`config.mk`:
```
export PLATFORM = sky130hd
export DESIGN_NAME = msi_snoop_bus_controller_flat
export DESIGN_NICKNAME = d
export VERILOG_FILES = /design/src/rtl/msi_snoop_bus_controller_pkg.sv /design/src/rtl/msi_snoop_bus_controller_if.sv /design/src/rtl/msi_snoop_bus_controller_rr_arb2.sv /design/src/rtl/msi_snoop_bus_controller.sv /design/src/flat_wrapper.sv
export SDC_FILE = /design/constraint.sdc
export NUM_CORES = 1
export LEC_CHECK = 0
export ABC_AREA = 1
export ABC_CLOCK_PERIOD_IN_PS = 2100
export CAP_MARGIN = 20
export CORE_ASPECT_RATIO = 0.5
export CORE_MARGIN = 5
export CORE_UTILIZATION = 35
export CTS_BUF_LIST = sky130_fd_sc_hd__clkbuf_4
export CTS_CLUSTER_SIZE = 28
export DETAILED_ROUTE_END_ITERATION = 6
export GPL_ROUTABILITY_DRIVEN = 0
export PLACE_DENSITY_LB_ADDON = 0.25
export SETUP_SLACK_MARGIN = 0.5
export SYNTH_ARGS = -nofsm -noshare
export SYNTH_HDL_FRONTEND = slang
export SYNTH_SLANG_ARGS = --single-unit
```
`constraint.sdc`:
```
create_clock -name clk -period 2.1 [get_ports clk]
set_input_delay 0.21 -clock clk [delete_from_list [all_inputs] [get_ports clk]]
set_output_delay 0.21 -clock clk [all_outputs]
set_load 0.05 [all_outputs]
```
`src/rtl/msi_snoop_bus_controller_pkg.sv`:
```
// Shared definitions for the dual-core MSI snoop bus controller:
// widths, bus command encodings and controller states.
package msi_bus_pkg;

   localparam int ADDR_BITS    = 11;
   localparam int DATA_BITS    = 8;
   localparam int BLOCK_BYTES  = 2;
   localparam int BLOCK_OFFSET = 1;

   function automatic int blk_w(input int bytes, input int bits);
      return bytes * bits;
   endfunction

   function automatic int ba_w(input int abits, input int off);
      return abits - off;
   endfunction

   localparam int BLK_W = blk_w(BLOCK_BYTES, DATA_BITS);
   localparam int BA_W  = ba_w(ADDR_BITS, BLOCK_OFFSET);

   typedef logic [2:0] cmd_t;

   localparam cmd_t CMD_RD   = 3'b001;
   localparam cmd_t CMD_RDX  = 3'b010;
   localparam cmd_t CMD_UPGR = 3'b011;
   localparam cmd_t CMD_WB   = 3'b100;

   typedef enum logic [2:0] {
      S_IDLE,
      S_SNOOP,
      S_FLUSH,
      S_MEM_RD,
      S_MEM_WR,
      S_DONE
   } state_t;

   // Commands that must be broadcast to the other cache.
   function automatic logic is_snoop_cmd(input cmd_t c);
      return (c == CMD_RD) || (c == CMD_RDX) || (c == CMD_UPGR);
   endfunction

endpackage

```
`src/rtl/msi_snoop_bus_controller_if.sv`:
```
// Bus bundle: two core request/snoop ports plus the memory port.
// master = controller view, slave = cores/memory view.
interface msi_snoop_bus_controller_if;
   import msi_bus_pkg::*;

   logic             req_0,       req_1;
   cmd_t             cmd_0,       cmd_1;
   logic [ADDR_BITS-1:0] addr_0,  addr_1;
   logic [BLK_W-1:0] wdata_0,     wdata_1;
   logic             done_0,      done_1;
   logic [BLK_W-1:0] rdata_0,     rdata_1;
   logic             snp_valid_0, snp_valid_1;
   cmd_t             snp_cmd_0,   snp_cmd_1;
   logic [BA_W-1:0]  snp_addr_0,  snp_addr_1;
   logic             snp_ack_0,   snp_ack_1;
   logic             snp_m_0,     snp_m_1;
   logic [BLK_W-1:0] snp_data_0,  snp_data_1;
   logic             mem_req;
   logic             mem_we;
   logic [BA_W-1:0]  mem_addr;
   logic [BLK_W-1:0] mem_wdata;
   logic [BLK_W-1:0] mem_rdata;
   logic             mem_ready;

   modport master (
      input  req_0, req_1, cmd_0, cmd_1,
      input  addr_0, addr_1, wdata_0, wdata_1,
      output done_0, done_1, rdata_0, rdata_1,
      output snp_valid_0, snp_valid_1,
      output snp_cmd_0, snp_cmd_1,
      output snp_addr_0, snp_addr_1,
      input  snp_ack_0, snp_ack_1,
      input  snp_m_0, snp_m_1,
      input  snp_data_0, snp_data_1,
      output mem_req, mem_we, mem_addr, mem_wdata,
      input  mem_rdata, mem_ready
   );

   modport slave (
      output req_0, req_1, cmd_0, cmd_1,
      output addr_0, addr_1, wdata_0, wdata_1,
      input  done_0, done_1, rdata_0, rdata_1,
      input  snp_valid_0, snp_valid_1,
      input  snp_cmd_0, snp_cmd_1,
      input  snp_addr_0, snp_addr_1,
      output snp_ack_0, snp_ack_1,
      output snp_m_0, snp_m_1,
      output snp_data_0, snp_data_1,
      input  mem_req, mem_we, mem_addr, mem_wdata,
      output mem_rdata, mem_ready
   );

endinterface

```
`src/rtl/msi_snoop_bus_controller_rr_arb2.sv`:
```
// Two-way round-robin arbiter. Ports: req[1:0] in, update in
// (commit grant), gnt[1:0] out. Core 0 wins the first tie.
module rr_arb2 (
   input  logic       clk,
   input  logic       rst,
   input  logic [1:0] req,
   input  logic       update,
   output logic [1:0] gnt
);

   logic last_grant;

   always_comb begin
      gnt = req;
      if (req == 2'b11)
         gnt = last_grant ? 2'b01 : 2'b10;
   end

   always_ff @(posedge clk or negedge rst) begin
      if (!rst)
         last_grant <= 1'b1;
      else if (update)
         last_grant <= gnt[1];
   end

endmodule

```
`src/rtl/msi_snoop_bus_controller.sv`:
```
// Snoop bus controller: arbitrates two MSI L1 caches, broadcasts
// snoops, completes against memory. Ports: clk, rst, bus (master).
module msi_snoop_bus_controller
   import msi_bus_pkg::*;
(
   input logic                       clk,
   input logic                       rst,
   msi_snoop_bus_controller_if.master bus
);

   state_t           state, state_nx;
   logic             owner;
   cmd_t             cmd_q;
   logic [BA_W-1:0]  baddr_q;
   logic [BLK_W-1:0] wdata_q;
   logic [BLK_W-1:0] blk_q;

   logic [1:0]       req, gnt;
   logic             grant;
   cmd_t             g_cmd;
   logic [BA_W-1:0]  g_baddr;
   logic [BLK_W-1:0] g_wdata;
   logic             s_ack, s_m;
   logic [BLK_W-1:0] s_data;

   assign req   = {bus.req_1, bus.req_0};
   assign grant = (state == S_IDLE) && (|gnt);

   rr_arb2 u_arb (
      .clk    (clk),
      .rst    (rst),
      .req    (req),
      .update (grant),
      .gnt    (gnt)
   );

   assign g_cmd   = gnt[1] ? bus.cmd_1 : bus.cmd_0;
   assign g_baddr = gnt[1]
                  ? bus.addr_1[ADDR_BITS-1:BLOCK_OFFSET]
                  : bus.addr_0[ADDR_BITS-1:BLOCK_OFFSET];
   assign g_wdata = gnt[1] ? bus.wdata_1 : bus.wdata_0;

   // Only the non-owner's snoop response counts.
   assign s_ack  = owner ? bus.snp_ack_0  : bus.snp_ack_1;
   assign s_m    = owner ? bus.snp_m_0    : bus.snp_m_1;
   assign s_data = owner ? bus.snp_data_0 : bus.snp_data_1;

   always_ff @(posedge clk or negedge rst) begin
      if (!rst)
         state <= S_IDLE;
      else
         state <= state_nx;
   end

   // blk_q is cleared at grant so UPGR/WB/no-op complete with 0.
   always_ff @(posedge clk or negedge rst) begin
      if (!rst) begin
         owner   <= 1'b0;
         cmd_q   <= '0;
         baddr_q <= '0;
         wdata_q <= '0;
         blk_q   <= '0;
      end else if (grant) begin
         owner   <= gnt[1];
         cmd_q   <= g_cmd;
         baddr_q <= g_baddr;
         wdata_q <= g_wdata;
         blk_q   <= '0;
      end else if (state == S_SNOOP && s_ack && s_m &&
                   cmd_q != CMD_UPGR) begin
         blk_q   <= s_data;
      end else if (state == S_MEM_RD && bus.mem_ready) begin
         blk_q   <= bus.mem_rdata;
      end
   end

   always_comb begin
      state_nx = state;
      unique case (state)
         S_IDLE: begin
            if (grant) begin
               unique case (1'b1)
                  (g_cmd == CMD_WB):   state_nx = S_MEM_WR;
                  is_snoop_cmd(g_cmd): state_nx = S_SNOOP;
                  default:             state_nx = S_DONE;
               endcase
            end
         end
         S_SNOOP: begin
            if (s_ack) begin
               if (cmd_q == CMD_UPGR)
                  state_nx = S_DONE;
               else if (s_m)
                  state_nx = S_FLUSH;
               else
                  state_nx = S_MEM_RD;
            end
         end
         S_FLUSH, S_MEM_RD, S_MEM_WR: begin
            if (bus.mem_ready)
               state_nx = S_DONE;
         end
         S_DONE:  state_nx = S_IDLE;
         default: state_nx = S_IDLE;
      endcase
   end

   logic             done0, done1, sv0, sv1;
   logic             mreq, mwe;
   logic [BLK_W-1:0] mwdata;

   always_comb begin
      done0  = (state == S_DONE)  && !owner;
      done1  = (state == S_DONE)  &&  owner;
      sv0    = (state == S_SNOOP) &&  owner;
      sv1    = (state == S_SNOOP) && !owner;
      mreq   = (state == S_FLUSH) || (state == S_MEM_RD) ||
               (state == S_MEM_WR);
      mwe    = (state == S_FLUSH) || (state == S_MEM_WR);
      mwdata = '0;
      if (state == S_FLUSH)
         mwdata = blk_q;
      else if (state == S_MEM_WR)
         mwdata = wdata_q;
   end

   assign bus.done_0      = done0;
   assign bus.done_1      = done1;
   assign bus.rdata_0     = done0 ? blk_q : '0;
   assign bus.rdata_1     = done1 ? blk_q : '0;
   assign bus.snp_valid_0 = sv0;
   assign bus.snp_valid_1 = sv1;
   assign bus.snp_cmd_0   = sv0 ? cmd_q : '0;
   assign bus.snp_cmd_1   = sv1 ? cmd_q : '0;
   assign bus.snp_addr_0  = sv0 ? baddr_q : '0;
   assign bus.snp_addr_1  = sv1 ? baddr_q : '0;
   assign bus.mem_req     = mreq;
   assign bus.mem_we      = mwe;
   assign bus.mem_addr    = mreq ? baddr_q : '0;
   assign bus.mem_wdata   = mwdata;

endmodule

```
`src/flat_wrapper.sv`:
```
// flat-port wrapper written by rule: the top's interface ports become plain ports
module msi_snoop_bus_controller_flat import msi_bus_pkg::*;
  (clk, rst, bus_req_0, bus_req_1, bus_cmd_0, bus_cmd_1, bus_addr_0, bus_addr_1, bus_wdata_0, bus_wdata_1, bus_done_0, bus_done_1, bus_rdata_0, bus_rdata_1, bus_snp_valid_0, bus_snp_valid_1, bus_snp_cmd_0, bus_snp_cmd_1, bus_snp_addr_0, bus_snp_addr_1, bus_snp_ack_0, bus_snp_ack_1, bus_snp_m_0, bus_snp_m_1, bus_snp_data_0, bus_snp_data_1, bus_mem_req, bus_mem_we, bus_mem_addr, bus_mem_wdata, bus_mem_rdata, bus_mem_ready);
  msi_snoop_bus_controller_if bus_i ();
  input logic clk;
  input logic rst;
  input wire logic [$bits(bus_i.req_0)-1:0] bus_req_0;
  input wire logic [$bits(bus_i.req_1)-1:0] bus_req_1;
  input wire logic [$bits(bus_i.cmd_0)-1:0] bus_cmd_0;
  input wire logic [$bits(bus_i.cmd_1)-1:0] bus_cmd_1;
  input wire logic [$bits(bus_i.addr_0)-1:0] bus_addr_0;
  input wire logic [$bits(bus_i.addr_1)-1:0] bus_addr_1;
  input wire logic [$bits(bus_i.wdata_0)-1:0] bus_wdata_0;
  input wire logic [$bits(bus_i.wdata_1)-1:0] bus_wdata_1;
  output wire logic [$bits(bus_i.done_0)-1:0] bus_done_0;
  output wire logic [$bits(bus_i.done_1)-1:0] bus_done_1;
  output wire logic [$bits(bus_i.rdata_0)-1:0] bus_rdata_0;
  output wire logic [$bits(bus_i.rdata_1)-1:0] bus_rdata_1;
  output wire logic [$bits(bus_i.snp_valid_0)-1:0] bus_snp_valid_0;
  output wire logic [$bits(bus_i.snp_valid_1)-1:0] bus_snp_valid_1;
  output wire logic [$bits(bus_i.snp_cmd_0)-1:0] bus_snp_cmd_0;
  output wire logic [$bits(bus_i.snp_cmd_1)-1:0] bus_snp_cmd_1;
  output wire logic [$bits(bus_i.snp_addr_0)-1:0] bus_snp_addr_0;
  output wire logic [$bits(bus_i.snp_addr_1)-1:0] bus_snp_addr_1;
  input wire logic [$bits(bus_i.snp_ack_0)-1:0] bus_snp_ack_0;
  input wire logic [$bits(bus_i.snp_ack_1)-1:0] bus_snp_ack_1;
  input wire logic [$bits(bus_i.snp_m_0)-1:0] bus_snp_m_0;
  input wire logic [$bits(bus_i.snp_m_1)-1:0] bus_snp_m_1;
  input wire logic [$bits(bus_i.snp_data_0)-1:0] bus_snp_data_0;
  input wire logic [$bits(bus_i.snp_data_1)-1:0] bus_snp_data_1;
  output wire logic [$bits(bus_i.mem_req)-1:0] bus_mem_req;
  output wire logic [$bits(bus_i.mem_we)-1:0] bus_mem_we;
  output wire logic [$bits(bus_i.mem_addr)-1:0] bus_mem_addr;
  output wire logic [$bits(bus_i.mem_wdata)-1:0] bus_mem_wdata;
  input wire logic [$bits(bus_i.mem_rdata)-1:0] bus_mem_rdata;
  input wire logic [$bits(bus_i.mem_ready)-1:0] bus_mem_ready;
  assign bus_i.req_0 = bus_req_0;
  assign bus_i.req_1 = bus_req_1;
  assign bus_i.cmd_0 = bus_cmd_0;
  assign bus_i.cmd_1 = bus_cmd_1;
  assign bus_i.addr_0 = bus_addr_0;
  assign bus_i.addr_1 = bus_addr_1;
  assign bus_i.wdata_0 = bus_wdata_0;
  assign bus_i.wdata_1 = bus_wdata_1;
  assign bus_done_0 = bus_i.done_0;
  assign bus_done_1 = bus_i.done_1;
  assign bus_rdata_0 = bus_i.rdata_0;
  assign bus_rdata_1 = bus_i.rdata_1;
  assign bus_snp_valid_0 = bus_i.snp_valid_0;
  assign bus_snp_valid_1 = bus_i.snp_valid_1;
  assign bus_snp_cmd_0 = bus_i.snp_cmd_0;
  assign bus_snp_cmd_1 = bus_i.snp_cmd_1;
  assign bus_snp_addr_0 = bus_i.snp_addr_0;
  assign bus_snp_addr_1 = bus_i.snp_addr_1;
  assign bus_i.snp_ack_0 = bus_snp_ack_0;
  assign bus_i.snp_ack_1 = bus_snp_ack_1;
  assign bus_i.snp_m_0 = bus_snp_m_0;
  assign bus_i.snp_m_1 = bus_snp_m_1;
  assign bus_i.snp_data_0 = bus_snp_data_0;
  assign bus_i.snp_data_1 = bus_snp_data_1;
  assign bus_mem_req = bus_i.mem_req;
  assign bus_mem_we = bus_i.mem_we;
  assign bus_mem_addr = bus_i.mem_addr;
  assign bus_mem_wdata = bus_i.mem_wdata;
  assign bus_i.mem_rdata = bus_mem_rdata;
  assign bus_i.mem_ready = bus_mem_ready;
  msi_snoop_bus_controller u_core (.clk(clk), .rst(rst), .bus(bus_i));
endmodule
```
==> summary.txt <==
Floorplan
  • Die Ht: 78.6 um
  • Die outline width: about 150 um
  • Std-Cell Core Area: a little over 0.009 mm^2
  • Row Count: 25
  • DIE AREA: 0.0116 mm^2
  • I/O pin cnt: between 200 and 250
  • Initial Util: around 35%

Logic synthesis
  • Post-Syn Nets: approximately 600
  • EDFF count, synth: 0
  • Mapped Area: roughly 0.0033 mm^2
  • Synth top area cells: dfrtp_1 37%, nor2_1 11%, inv_1 9.0%
  • Unique masters post-synth: 25
  • Leading area contributor after synthesis: dfrtp_1
  • Synth Flop Type: dfrtp_1
  • Synth top area share: between 30% and 40%
  • Count leader, synth: nor2_1
  • #FFs+latches synth: 50
  • Post-Synthesis Mean Instance Area: between 6 and 7 um^2
  • Post-Syn Instances: between 400 and 500
  • Top post-synthesis cells by count: 99 x nor2_1, 79 x inv_1, 69 x nand2_1, 49 x dfrtp_1, 42 x o22ai_1
  • Async SR Flop Fraction: 100%
  • Register area share after synthesis: approximately two fifths
  • Synth warn: 0

Worst setup path
  • Crit path capture: bus_mem_wdata[3]
  • Worst path cell trace: inv_1, nand2_2, inv_2, nand2_2, buf_12, o22ai_2, buf_12
  • CP Max Fanout: 9
  • R2R Path Start: u_core.state[2]$_DFFE_PN0P_
  • CP Buf/Inv Count: 4
  • CP max stage cell: dfrtp_2
  • Critical path class: flop to primary output
  • Startpoint types: flop
  • Largest delay share family, worst path: buffers and inverters
  • Reg2Reg Capture Point: u_core.blk_q[14]$_DFFE_PN0P_
  • CP max stage delay: about 0.5 ns
  • Crit path depth: 7
  • Crit. End Element: primary output
  • Critical Path RT: roughly 1.9 ns
  • Reg2reg path depth: 10
  • Critical path arrival: around 1.9 ns
  • R2R Setup Slk: 0.21 ns
  • Setup crit start: u_core.state[2]$_DFFE_PN0P_

GRT
  • First-pass GRT wire length: 24800 um
  • Initial antenna violation count: 0
  • GRT Total Usage: a little over a quarter
  • Largest net degree at the start of global routing: 27
  • Vias in the first global route: 4686
  • Grt total ovfl: 0

Detailed routing
  • Routed length per instance: between 20 and 25 um
  • Initial DRC Count: about 440
  • Vias after detailed routing: 4943
  • Final wirelength: roughly 19000 um
  • Drt drc: 0
  • 1st-pass router iterations: 5
  • Post-route ant nets: 0
  • Via/cell ratio: 5.73

Placed design
  • # port buffers: 204
  • Placed wire-length estimate: around 11000 um

STA
  • Post-route setup slack: -0.0170 ns
  • RSZ-0062 raised after global routing: true
  • Fmax: 0.472 GHz
  • Hold Violations, Final: 0
  • Min Hold Slack: about 0.22 ns
  • Max-slew violations: 0
  • Tcrit/Tclk final: 101%
  • Post-layout min period: roughly 2.1 ns
  • Max Clock Skew: 0.0114 ns
  • Final setup vio count: 1
  • Normalized max-slew margin: 75.1%
  • Setup TNS: -0.0170 ns
  • Worst slew pin tran: between 0.3 and 0.4 ns

Clock tree
  • Reg clk slew, reported paths: around 0.17 ns
  • Worst-Skew Late Latency: between 0.4 and 0.5 ns
  • Htree depth: 2
  • Root buffer cell: clkbuf_4
  • Max clock buf depth: 2
  • Number of buffers created by CTS: 5
  • CTS tree: yes
  • Clk sink count: 50

Layout
  • Nets: between 800 and 900
  • Area growth syn-to-layout: 140%
  • Share of layout cells above drive strength 1: 40.7%
  • Ant diodes: 0

Status
  • Outcome: complete, but fails checks
  • Failing checks: setup timing

Power and ir drop
  • Leakage: around 3.3 nW
  • Worst VDD drop: between 500 and 600 uV
  • PwrDens: about 1300 mW/mm^2

Run
  • Number of max-cap violations: 0

Min path
  • Class of the worst hold path: input port to asynchronous set/reset pin
cell type report:
type	instances	area, um^2
Timing Repair Buffer	269	3550
Multi-Input combinational cell	329	2490
Fill cell	453	1430
Sequential cell	50	1260
Inverter	83	365
Tap cell	121	151
Clock buffer	6	45.0
Timing Repair inverter	3	27.5
Clock inverter	2	10.0
logic make-up after synthesis:
family          synth area share (%)
compound gates                  13.3
buf+inv                         13.2
flops                           38.0
mux                             4.86
simple gates                    30.7
stage by stage:
step / power, mW / worst slack (ns) / area, um^2 / instances / util, %
detailed placement: 8.12 / 0.0919 / 6790 / 799 / 72.8
global route: 11.0 / -0.0346 / 7900 / 863 / 84.7
global placement: 7.93 / 0.240 / 6790 / 799 / 72.8
finish: 10.6 / -0.0170 / 7900 / 863 / 84.7
CTS: 9.39 / 0.161 / 7450 / 845 / 79.9
floorplan: 5.90 / 0.179 / 4130 / 486 / -
metal layers:
metal | global-route usage, % | part of all wire [%]
met1 | 31.3 | 35
met2 | 49.6 | 50
met3 | 5.42 | 9.3
met4 | 9.76 | 5.5
met5 | 0 | 0
cells in the final DEF, fill, tap and decap left out, drive strengths merged:
master         Yosys  routed
inv               82      83
nand4             16      16
nand3             41      41
o21ai             33      33
buf               12     149
or2                1       1
dlygate4sd3        0       1
o22ai             42      42
nand2             71      74
mux2i             16      16
clkbuf            15      12
dfrtp             49      49
clkinvlp           0       2
clkdlybuf4s50      0     113
nor2             101     101
a21oi              2       2
nand3b             1       1
clkinv             1       3
dfstp              1       1
nor3               2       2
power by group:
group          switching (mW)  total, mW  internal, mW
Clock                   0.373      0.515         0.141
Combinational            5.04       8.47          3.42
Sequential              0.238       1.63          1.39
Total                    5.65       10.6          4.96
how the worst min path moves through the flow:
stage               slack [ns]  from                             to  cells past startpoint
floorplan                -0.09   rst  u_core.baddr_q[0]$_DFFE_PN0P_                      0
global route              0.27   rst    u_core.cmd_q[2]$_DFFE_PN0P_                      2
global placement          0.14   rst  u_core.baddr_q[3]$_DFFE_PN0P_                      1
CTS                       0.24   rst  u_core.baddr_q[3]$_DFFE_PN0P_                      2
detailed placement        0.14   rst  u_core.baddr_q[3]$_DFFE_PN0P_                      1
finish                    0.22   rst  u_core.baddr_q[2]$_DFFE_PN0P_                      2
flip-flops by register name (all words and copies together) (netlist names):
name / flops
u_core.baddr_q: 10
u_core.owner: 1
u_core.state: 3
u_core.cmd_q: 3
u_core.wdata_q: 16
u_core.blk_q: 16
u_core.u_arb.last_grant: 1
timing repair:
| action | in CTS | in global routing |
|---|---|---|
| setup endpoints to repair | 133 | 134 |
| setup buffers | 31 | 9 |
| cloned | 6 | 9 |
| hold endpoints to repair | 14 | 0 |
| hold buffers | 1 | 0 |
| pin swaps | 10 | 11 |
| resized for setup | 71 | 53 |
Power figures use the tool's default switching activity.
